===== src/rtl/shifter_arbiter.sv =====
// Round-robin arbiter sharing one registered 8x16 2bpp tile shifter between NUM_REQ requesters.
// Optional macro SHIFT_IDENTITY_BYPASS_EN: zero-magnitude shifts skip the shifter (1-cycle response).
module shifter_arbiter #(
  parameter int NUM_REQ = 4,
  parameter int ID_W    = 2
) (
  input  logic                   clk,
  input  logic                   rst,
  input  logic [NUM_REQ-1:0]     req_valid,
  output logic [NUM_REQ-1:0]     req_ready,
  input  logic [NUM_REQ*128-1:0] req_img,
  input  logic [NUM_REQ*5-1:0]   req_offset_x,
  input  logic [NUM_REQ*5-1:0]   req_offset_y,
  output logic                   sh_clk_en,
  output logic [4:0]             sh_offset_x,
  output logic [4:0]             sh_offset_y,
  output logic [127:0]           sh_img,
  input  logic [127:0]           sh_shifted,
  output logic                   rsp_valid,
  input  logic                   rsp_ready,
  output logic [ID_W-1:0]        rsp_id,
  output logic [127:0]           rsp_data
);

  localparam int PTR_W = (NUM_REQ > 1) ? $clog2(NUM_REQ) : 1;

  typedef enum logic [1:0] {S_IDLE, S_ISSUE, S_RESP} state_t;

  state_t            state_q, state_d;
  logic [PTR_W-1:0]  rr_ptr_q, rr_ptr_d;
  logic [PTR_W-1:0]  grant_idx;
  logic              grant_any;
  logic [ID_W-1:0]   id_q, id_d;
  logic [127:0]      img_q, img_d;
  logic [4:0]        offx_q, offx_d;
  logic [4:0]        offy_q, offy_d;

  logic [127:0]      img_arr  [NUM_REQ];
  logic [4:0]        offx_arr [NUM_REQ];
  logic [4:0]        offy_arr [NUM_REQ];

  for (genvar gi = 0; gi < NUM_REQ; gi++) begin : g_unpack
    assign img_arr[gi]  = req_img[gi*128 +: 128];
    assign offx_arr[gi] = req_offset_x[gi*5 +: 5];
    assign offy_arr[gi] = req_offset_y[gi*5 +: 5];
  end

`ifdef SHIFT_IDENTITY_BYPASS_EN
  logic         byp_q, byp_d;
  logic [127:0] byp_data_q, byp_data_d;
  logic         identity;
  assign identity = (offx_arr[grant_idx][3:0] == 4'd0) && (offy_arr[grant_idx][3:0] == 4'd0);
`endif

  // First valid requester at or after rr_ptr, wrapping modulo NUM_REQ.
  always_comb begin
    int idx;
    logic [PTR_W-1:0] idx_p;
    grant_any = 1'b0;
    grant_idx = '0;
    idx       = 0;
    idx_p     = '0;
    for (int k = 0; k < NUM_REQ; k++) begin
      idx   = (int'(rr_ptr_q) + k) % NUM_REQ;
      idx_p = PTR_W'(idx);
      if (!grant_any && req_valid[idx_p]) begin
        grant_any = 1'b1;
        grant_idx = idx_p;
      end
    end
  end

  // The shifter sees the latched request; these hold between grants.
  assign sh_img      = img_q;
  assign sh_offset_x = offx_q;
  assign sh_offset_y = offy_q;

  always_comb begin
    state_d   = state_q;
    rr_ptr_d  = rr_ptr_q;
    id_d      = id_q;
    img_d     = img_q;
    offx_d    = offx_q;
    offy_d    = offy_q;
    req_ready = '0;
    sh_clk_en = 1'b0;
    rsp_valid = 1'b0;
    rsp_id    = '0;
    rsp_data  = '0;
`ifdef SHIFT_IDENTITY_BYPASS_EN
    byp_d      = byp_q;
    byp_data_d = byp_data_q;
`endif
    case (state_q)
      S_IDLE: begin
        if (grant_any && !rst) begin
          req_ready[grant_idx] = 1'b1;
          id_d     = ID_W'(grant_idx);
          img_d    = img_arr[grant_idx];
          offx_d   = offx_arr[grant_idx];
          offy_d   = offy_arr[grant_idx];
          rr_ptr_d = (grant_idx == PTR_W'(NUM_REQ - 1)) ? '0 : grant_idx + PTR_W'(1);
          state_d  = S_ISSUE;
`ifdef SHIFT_IDENTITY_BYPASS_EN
          byp_d      = identity;
          byp_data_d = img_arr[grant_idx];
          if (identity) state_d = S_RESP;
`endif
        end
      end
      S_ISSUE: begin
        sh_clk_en = 1'b1;
        state_d   = S_RESP;
      end
      S_RESP: begin
        rsp_valid = 1'b1;
        rsp_id    = id_q;
`ifdef SHIFT_IDENTITY_BYPASS_EN
        rsp_data  = byp_q ? byp_data_q : sh_shifted;
`else
        rsp_data  = sh_shifted;
`endif
        if (rsp_ready) state_d = S_IDLE;
      end
      default: state_d = S_IDLE;
    endcase
  end

  always_ff @(posedge clk or posedge rst) begin
    if (rst) begin
      state_q  <= S_IDLE;
      rr_ptr_q <= '0;
      id_q     <= '0;
      img_q    <= '0;
      offx_q   <= '0;
      offy_q   <= '0;
`ifdef SHIFT_IDENTITY_BYPASS_EN
      byp_q      <= 1'b0;
      byp_data_q <= '0;
`endif
    end else begin
      state_q  <= state_d;
      rr_ptr_q <= rr_ptr_d;
      id_q     <= id_d;
      img_q    <= img_d;
      offx_q   <= offx_d;
      offy_q   <= offy_d;
`ifdef SHIFT_IDENTITY_BYPASS_EN
      byp_q      <= byp_d;
      byp_data_q <= byp_data_d;
`endif
    end
  end

endmodule


===== config.mk =====
export PLATFORM = sky130hd
export DESIGN_NAME = shifter_arbiter
export DESIGN_NICKNAME = d
export VERILOG_FILES = /design/src/rtl/shifter_arbiter.sv
export SDC_FILE = /design/constraint.sdc
export NUM_CORES = 1
export LEC_CHECK = 0
export CAP_MARGIN = 10
export CORE_AREA = 2 2 373 375
export DETAILED_ROUTE_END_ITERATION = 10
export DIE_AREA = 0 0 375 377
export GPL_TIMING_DRIVEN = 1
export MAX_ROUTING_LAYER = met4
export PLACE_DENSITY = 0.3
export SYNTH_ARGS = -nofsm -noshare
export SYNTH_HDL_FRONTEND = slang
export SYNTH_SLANG_ARGS = --single-unit

===== constraint.sdc =====
create_clock -name clk -period 14.33 [get_ports clk]
set_input_delay 2.866 -clock clk [delete_from_list [all_inputs] [get_ports clk]]
set_output_delay 2.866 -clock clk [all_outputs]
set_load 0.02 [all_outputs]

==> metrics.txt, run 1 <==
initial standard-cell utilization of the core=7.06%; clock sink count=144; count of buffers added by post-CTS timing repair for setup=0; total number of vias=12573; most frequent cell on the critical path=clkdlybuf4s50_1; Final Core Density=15.9%; maximum frequency from static timing analysis=103 MHz; fraction of synthesized area in multiplexers=12.1%; maximum number of pins on one net before global-route repair=113; number of gates given a new drive strength after cts=0; Worst Tran Pin Value=1050 ps; ordered cell list for the critical path=clkdlybuf4s50_1 -> nor3_2 -> nand2_8 -> or3_4 -> a21oi_4 -> clkdlybuf4s50_1; number of max-capacitance violations reported=0; clock tree from TritonCTS=yes; buffers added on ports=960; pre-CTS WS=4350 ps; GRT Total Usage=14.3%; area fraction in compound gates after synthesis=26.2%; accumulated negative setup slack=0 ps; maximum resistive drop on vdd=0.0704 mV; hold_sp=id_q[1]; largest delay contributor family on the critical path=simple AND/OR/NAND/NOR gates; maximum level of the CTS H-tree=4; count of pins on the block boundary=961; Worst setup SP type=input pin; buffers and inverters on the worst path=2; worst min-delay path class=register to register; cell depth of the worst min-delay path=2; R2R Path End=sh_img[64]; core region area=137000 um^2; clock period minus worst slack=9740 ps; reg2reg path depth=8; number of global-route vias before repair=13582; sink of the worst hold path=id_q[1]; Period Utilization, post-route=67.9%; setup repair after global routing missed its margin=false; number of buffers between clock root and the deepest sink=2; fraction of the mapped netlist area in adder cells=0.129%; share of final-layout standard cells stronger than drive strength 1=4.92%; critical path data arrival time=6870 ps; startpoint-to-endpoint class of the critical path=input pin to output port; startpoint of the lowest-slack register-to-register path=state_q[0]; Row Count=136; iteration count of the initial detailed-routing pass=5; fill cell total of the finished layout=15386; width of the chip=375 um; r2r setup slk=10620 ps; Worst-Skew Late Latency=530 ps; half-perimeter wire length after placement=86800 um; CTS hold repair buffers=0; y dimension of the die=377 um; DRC errors left=0; worst stage delay on the critical path=810 ps; # nets final=2586; wire length of the first global-routing pass=131000 um; CTS Buf Count=17; main combinational cell family by area after synthesis=compound AO/OA/AOI/OAI gates; die footprint=141000 um^2; number of synthesized register bits=144; net count of the mapped netlist=1699; Synthesis Warnings=0; Max-slew headroom=30.2%; initial antenna violation count=52; endpoint type of the worst setup path=output port; area added between synthesis and finish=125%; crit-path max FO=60; number of different library cells in the post-synthesis netlist=36; xor and xnor fraction of the mapped netlist area=0%; DRC marker count from the first detailed-route iteration=701; DR WL/cell=27.3 um; final worst setup slack=4590 ps; status=complete, no violations; Max stage delay cell, worst path=or3_4; number of nets with antenna violations after detailed routing=0; final clock skew=18.0 ps; leading register cell type out of synthesis=dfrtp_1; Post-synth ARST share=100%; cell leakage power=8.48 nW; last weighted congestion value of the routability-driven placer=0.839; number of flops mapped to enable cells by yosys=0; setup-violating endpoint count in the final report=0; P per Cell Area=162 nW/um^2; total global routing overflow=0; Hold Violations, Final=0; basic-gate share of the synthesized area counting and, or, nand and nor cells=18.9%; required arrival time at the worst endpoint=11460 ps; CTS Root Buffer Type=clkbuf_16; final-report max-slew violation count=0; Avg Cell Area, Syn=9.56 um^2; proportion of synthesized chip area in sequential cells=37.3%; Post-Synthesis Cell Area=9670 um^2; via count normalized by instance count=3.39; synthesized netlist cell count=1011; clock slew seen by the registers of the worst setup and hold paths=70 ps; aggregate routed wire length=101000 um
-- cells by family (layout without fill, tap and decap cells) --
logic type | after synthesis | in the layout
buf+inv | 114 | 1014
other cells | 0 | 8
compound gates | 335 | 335
mux | 117 | 117
fa+ha+maj | 1 | 1
flops | 144 | 144
simple gates | 300 | 300
-- cells in the final DEF (no fill, tap or decap), types with 2 or more instances in the layout --
| cell type | instances |
|---|---|
| clkdlybuf4s50_1 | 960 |
| diode_2 | 8 |
| nor3_2 | 2 |
| nand3_1 | 23 |
| inv_1 | 4 |
| a221oi_1 | 86 |
| a32o_1 | 19 |
| o21ai_0 | 102 |
| and2_1 | 131 |
| a21oi_1 | 25 |
| o31ai_1 | 3 |
| inv_6 | 3 |
| nand2b_1 | 3 |
| mux2i_1 | 117 |
| a21o_1 | 2 |
| nand2_1 | 16 |
| a211o_1 | 22 |
| nor2b_1 | 2 |
| and3_1 | 117 |
| clkbuf_16 | 17 |
| clkinv_4 | 3 |
| a221oi_2 | 30 |
| buf_4 | 16 |
| inv_8 | 2 |
| o21ai_1 | 37 |
| dfrtp_1 | 144 |
| clkinvlp_4 | 4 |
-- routing by layer --
| layer | global-route usage, % | share of wire [%] | vias up |
|---|---|---|---|
| met4 | 2.97 | 1.5 | 0 |
| met1 | 14.4 | 37 | 6203 |
| li1 | - | - | 5652 |
| met3 | 4.19 | 6.6 | 108 |
| met5 | - | 0 | - |
| met2 | 27.0 | 55 | 610 |
-- area by class of cell --
cell class | instances | area, um^2 | share of cell area [%]
timing repair buffer | 976 | 9730 | 44.6
multi-input combinational | 753 | 5600 | 25.7
sequential | 144 | 3600 | 16.5
tap | 1794 | 2240 | 10.3
clock buffer | 19 | 443 | 2.03
clock inverter | 13 | 129 | 0.591
inverter | 6 | 32.5 | 0.149
antenna | 8 | 20.0 | 0.0918
-- sequential cells by signal, indices dropped and copies added, names as in the netlist --
register     flops
rr_ptr_q         2
id_q             2
sh_img         128
sh_offset_x      5
sh_offset_y      5
state_q          2
-- cell usage after synthesis, types with 2 or more instances --
cell type,count,area [um^2]
nand2b_1,3,18.8
buf_4,2,15.0
mux2i_1,117,1170
a211o_1,22,193
o31ai_1,3,22.5
a221oi_2,30,450
nor2b_1,3,18.8
nand3_1,23,115
buf_2,25,125
o21ai_1,37,185
and3_1,117,732
inv_1,5,18.8
clkbuf_1,73,274
o21ai_0,103,515
nor3_2,2,20.0
dfrtp_1,144,3600
a21oi_1,26,130
a32o_1,19,190
and2_1,131,820
a21o_1,2,15.0
buf_6,8,90.1
a221oi_1,86,753
nand2_1,17,63.8
-- how the worst max path moves through the flow --
stage               cells after the start      endpoint    startpoint
floorplan                               7  req_ready[3]  req_valid[2]
global placement                        6  req_ready[2]           rst
detailed placement                      6  req_ready[2]           rst
CTS                                     6  req_ready[2]           rst
global route                            6  req_ready[2]           rst
finish                                  6  req_ready[2]           rst
-- worst register-to-register path: stages, from the launching register on --
cell      delay [ps]
dfrtp_1          430
nor3_2           750
nand2_8          380
inv_4            160
buf_4            550
buf_4            770
and3_1           390
a221oi_1          50
o21ai_0          140
-- through the flow --
step / hold WS (ps) / total power, mW / std cells / instance area, um^2
after floorplan: 438 / 1.78 / 1011 / 9670
after detailed placement: 460 / 3.14 / 3673 / 21200
after global placement: 461 / 3.13 / 3673 / 21200
final: 478 / 3.52 / 3713 / 21800
after global routing: 511 / 3.76 / 3712 / 21800
after CTS: 481 / 3.65 / 3705 / 21800
-- power by group --
group	switching [mW]	internal (mW)
logic	1.29	0.983
clock network	0.233	0.246
registers	0.168	0.599
total	1.69	1.83
(Power assumes the default switching activity.)
==> run 2: changes to the inputs <==
--- a/config.mk
+++ b/config.mk
@@ -6,9 +6,9 @@
 export NUM_CORES = 1
 export LEC_CHECK = 0
 export CAP_MARGIN = 10
-export CORE_AREA = 2 2 373 375
+export CORE_AREA = 2 2 379 381
 export DETAILED_ROUTE_END_ITERATION = 10
-export DIE_AREA = 0 0 375 377
+export DIE_AREA = 0 0 381 383
 export GPL_TIMING_DRIVEN = 1
 export MAX_ROUTING_LAYER = met4
 export PLACE_DENSITY = 0.3
==> constraint.sdc (replaced) <==
create_clock -name clk -period 9.55 [get_ports clk]
set_input_delay 1.91 -clock clk [delete_from_list [all_inputs] [get_ports clk]]
set_output_delay 1.91 -clock clk [all_outputs]
set_load 0.02 [all_outputs]
==> metrics.txt, run 2 (synthesis results as in run 1) <==
ordered cell list for the critical path=clkdlybuf4s50_1 -> nor3_2 -> nand2_8 -> inv_4 -> o221a_4 -> clkdlybuf4s50_1 (was clkdlybuf4s50_1 -> nor3_2 -> nand2_8 -> or3_4 -> a21oi_4 -> clkdlybuf4s50_1); GRT Total Usage=13.9% (was 14.3%); footprint of the flip-flops and latches=3600 um^2 (unchanged); initial antenna violation count=56 (was 52); post-layout instance count excluding filler cells=3827 (was 3713); last weighted congestion value of the routability-driven placer=0.877 (was 0.839); setup repair after global routing missed its margin=false (unchanged); aggregate routed wire length=102000 um (was 101000 um); max FFs per register=128 (unchanged); maximum resistive drop on vdd=0.120 mV (was 0.0704 mV); Max stage delay cell, worst path=clkdlybuf4s50_1 (was or3_4); number of buffers between clock root and the deepest sink=2 (unchanged); via count normalized by instance count=3.33 (was 3.39); number of gates given a new drive strength after cts=0 (unchanged); iteration count of the initial detailed-routing pass=5 (unchanged); width of the chip=381 um (was 375 um); buffers added on ports=960 (unchanged); total number of vias=12740 (was 12573); met3 layer usage reported by global route=4.21% (was 4.19%); core region area=142000 um^2 (was 137000 um^2); setup-violating endpoint count in the final report=0 (unchanged); worst stage delay on the critical path=750 ps (was 810 ps); DRC errors left=0 (unchanged); total global routing overflow=0 (unchanged); endpoint type of the worst setup path=output port (unchanged); CTS hold repair buffers=0 (unchanged); die footprint=146000 um^2 (was 141000 um^2); wire length of the first global-routing pass=132000 um (was 131000 um); number of global-route vias before repair=13785 (was 13582); area added between synthesis and finish=127% (was 125%); Period Utilization, post-route=79.7%; met1 track utilization from global routing=14.7% (was 14.4%); leading cell types in the layout, fill and taps excluded=clkdlybuf4s50_1 (960), dfrtp_1 (144), and2_1 (131) (unchanged); final-report max-slew violation count=0 (unchanged); Worst-Skew Late Latency=520 ps (was 530 ps); cell leakage power=8.48 nW (about the same); startpoint-to-endpoint class of the critical path=input pin to output port (unchanged); number of nets with antenna violations after detailed routing=0 (unchanged); clock sink count=144 (unchanged); Worst setup SP type=input pin (unchanged); required arrival time at the worst endpoint=7640 ps (was 11460 ps); maximum number of pins on one net before global-route repair=133 (was 113); leading cell type in the layout, fill and taps excluded=clkdlybuf4s50_1 (unchanged); most frequent cell on the critical path=clkdlybuf4s50_1 (unchanged); Max-slew headroom=25.2% (was 30.2%); Worst Tran Pin Value=1120 ps (was 1050 ps); CTS Buf Count=17 (unchanged); final worst setup slack=1940 ps (was 4590 ps); clock period minus worst slack=7610 ps; DRC marker count from the first detailed-route iteration=706 (was 701); half-perimeter wire length after placement=85100 um (was 86800 um); Row Count=139 (was 136); number of max-capacitance violations reported=0 (unchanged); accumulated negative setup slack=0 ps (unchanged); status=complete, no violations (unchanged); P per Cell Area=239 nW/um^2 (was 162 nW/um^2); most congested layer reported by global routing=met2 (unchanged); multi-input gate area in the final layout=5600 um^2 (about the same); maximum frequency from static timing analysis=131 MHz; worst min-delay path class=register to register (unchanged); clock slew seen by the registers of the worst setup and hold paths=80 ps (was 70 ps); pre-CTS WS=1700 ps (was 4350 ps); count of buffers added by post-CTS timing repair for setup=0 (unchanged); Hold Violations, Final=0 (unchanged); count of pins on the block boundary=961 (unchanged); share of final-layout standard cells stronger than drive strength 1=4.97% (was 4.92%); area of placed instances=21300 um^2 (was 21200 um^2); DR WL/cell=26.5 um (was 27.3 um); crit-path max FO=59 (was 60); # placed instances=3782 (was 3673); # nets final=2586 (unchanged); CTS Root Buffer Type=clkbuf_16 (unchanged); fill cell total of the finished layout=16179 (was 15386); initial standard-cell utilization of the core=6.79% (was 7.06%); clock tree from TritonCTS=yes (unchanged); final clock skew=12.0 ps (was 18.0 ps); critical path data arrival time=5700 ps (was 6870 ps); y dimension of the die=383 um (was 377 um); area of all placed cells without fillers=21900 um^2 (was 21800 um^2); global-route met2 utilization=25.9% (was 27.0%); maximum level of the CTS H-tree=4 (unchanged)
run 2: changes by cell type in the layout (fill, tap and decap cells not counted), sizes merged:
cell      previous run  this run
bufinv               1         0
clkbuf              19        18
clkinv               4         3
clkinvlp             4         3
diode                8        13
inv                 10        14
run 2: stage by stage:
step | total power [mW] | utilization [%] | hold slack [ps]
global route | 5.58 | 15.4 | 508
global placement | 4.64 | 15.0 | 458
CTS | 5.43 | 15.4 | 483
floorplan | 2.67 | - | 438
detailed placement | 4.65 | 15.0 | 460
finish | 5.25 | 15.4 | 482
run 2: layer usage:
| metal | vias up | routed length, um |
|---|---|---|
| met3 | 117 | 7010 |
| met1 | 6287 | 38700 |
| met2 | 673 | 54400 |
| li1 | 5663 | - |
| met5 | - | 0 |
| met4 | 0 | 1460 |
run 2: worst paths after layout:
check,startpoint,endpoint,slack [ps],cells after the start
worst min register to register,id_q[1],id_q[1],480,2
worst max register to register,state_q[0],sh_img[54],5290,7
max in group asynchronous,rst,sh_img[4],6460,3
min in group asynchronous,rst,state_q[0],1850,2
worst min-delay path,id_q[1],id_q[1],480,2
worst max-delay path,rst,req_ready[0],1940,6
run 2: critical path, delay by kind of cell:
kind,cells,cell delay [ps]
buffers and inverters,3,1890
AND/OR/NAND/NOR,2,1100
AO/OA/AOI/OAI,1,730
run 2: where the power goes:
part | internal [mW] | switching (mW)
registers | 0.899 | 0.238
logic | 1.48 | 1.93
clock network | 0.347 | 0.365
total | 2.72 | 2.53
run 2: cell type report:
cell class | instances | share of cell area [%]
repair buffers | 976 | 44.3
flip-flops and latches | 144 | 16.4
clock buffers | 18 | 2.00
well taps | 1903 | 10.9
multi-input cells | 753 | 25.5
inverters | 6 | 0.148
diodes | 13 | 0.148
clock inverters | 14 | 0.547
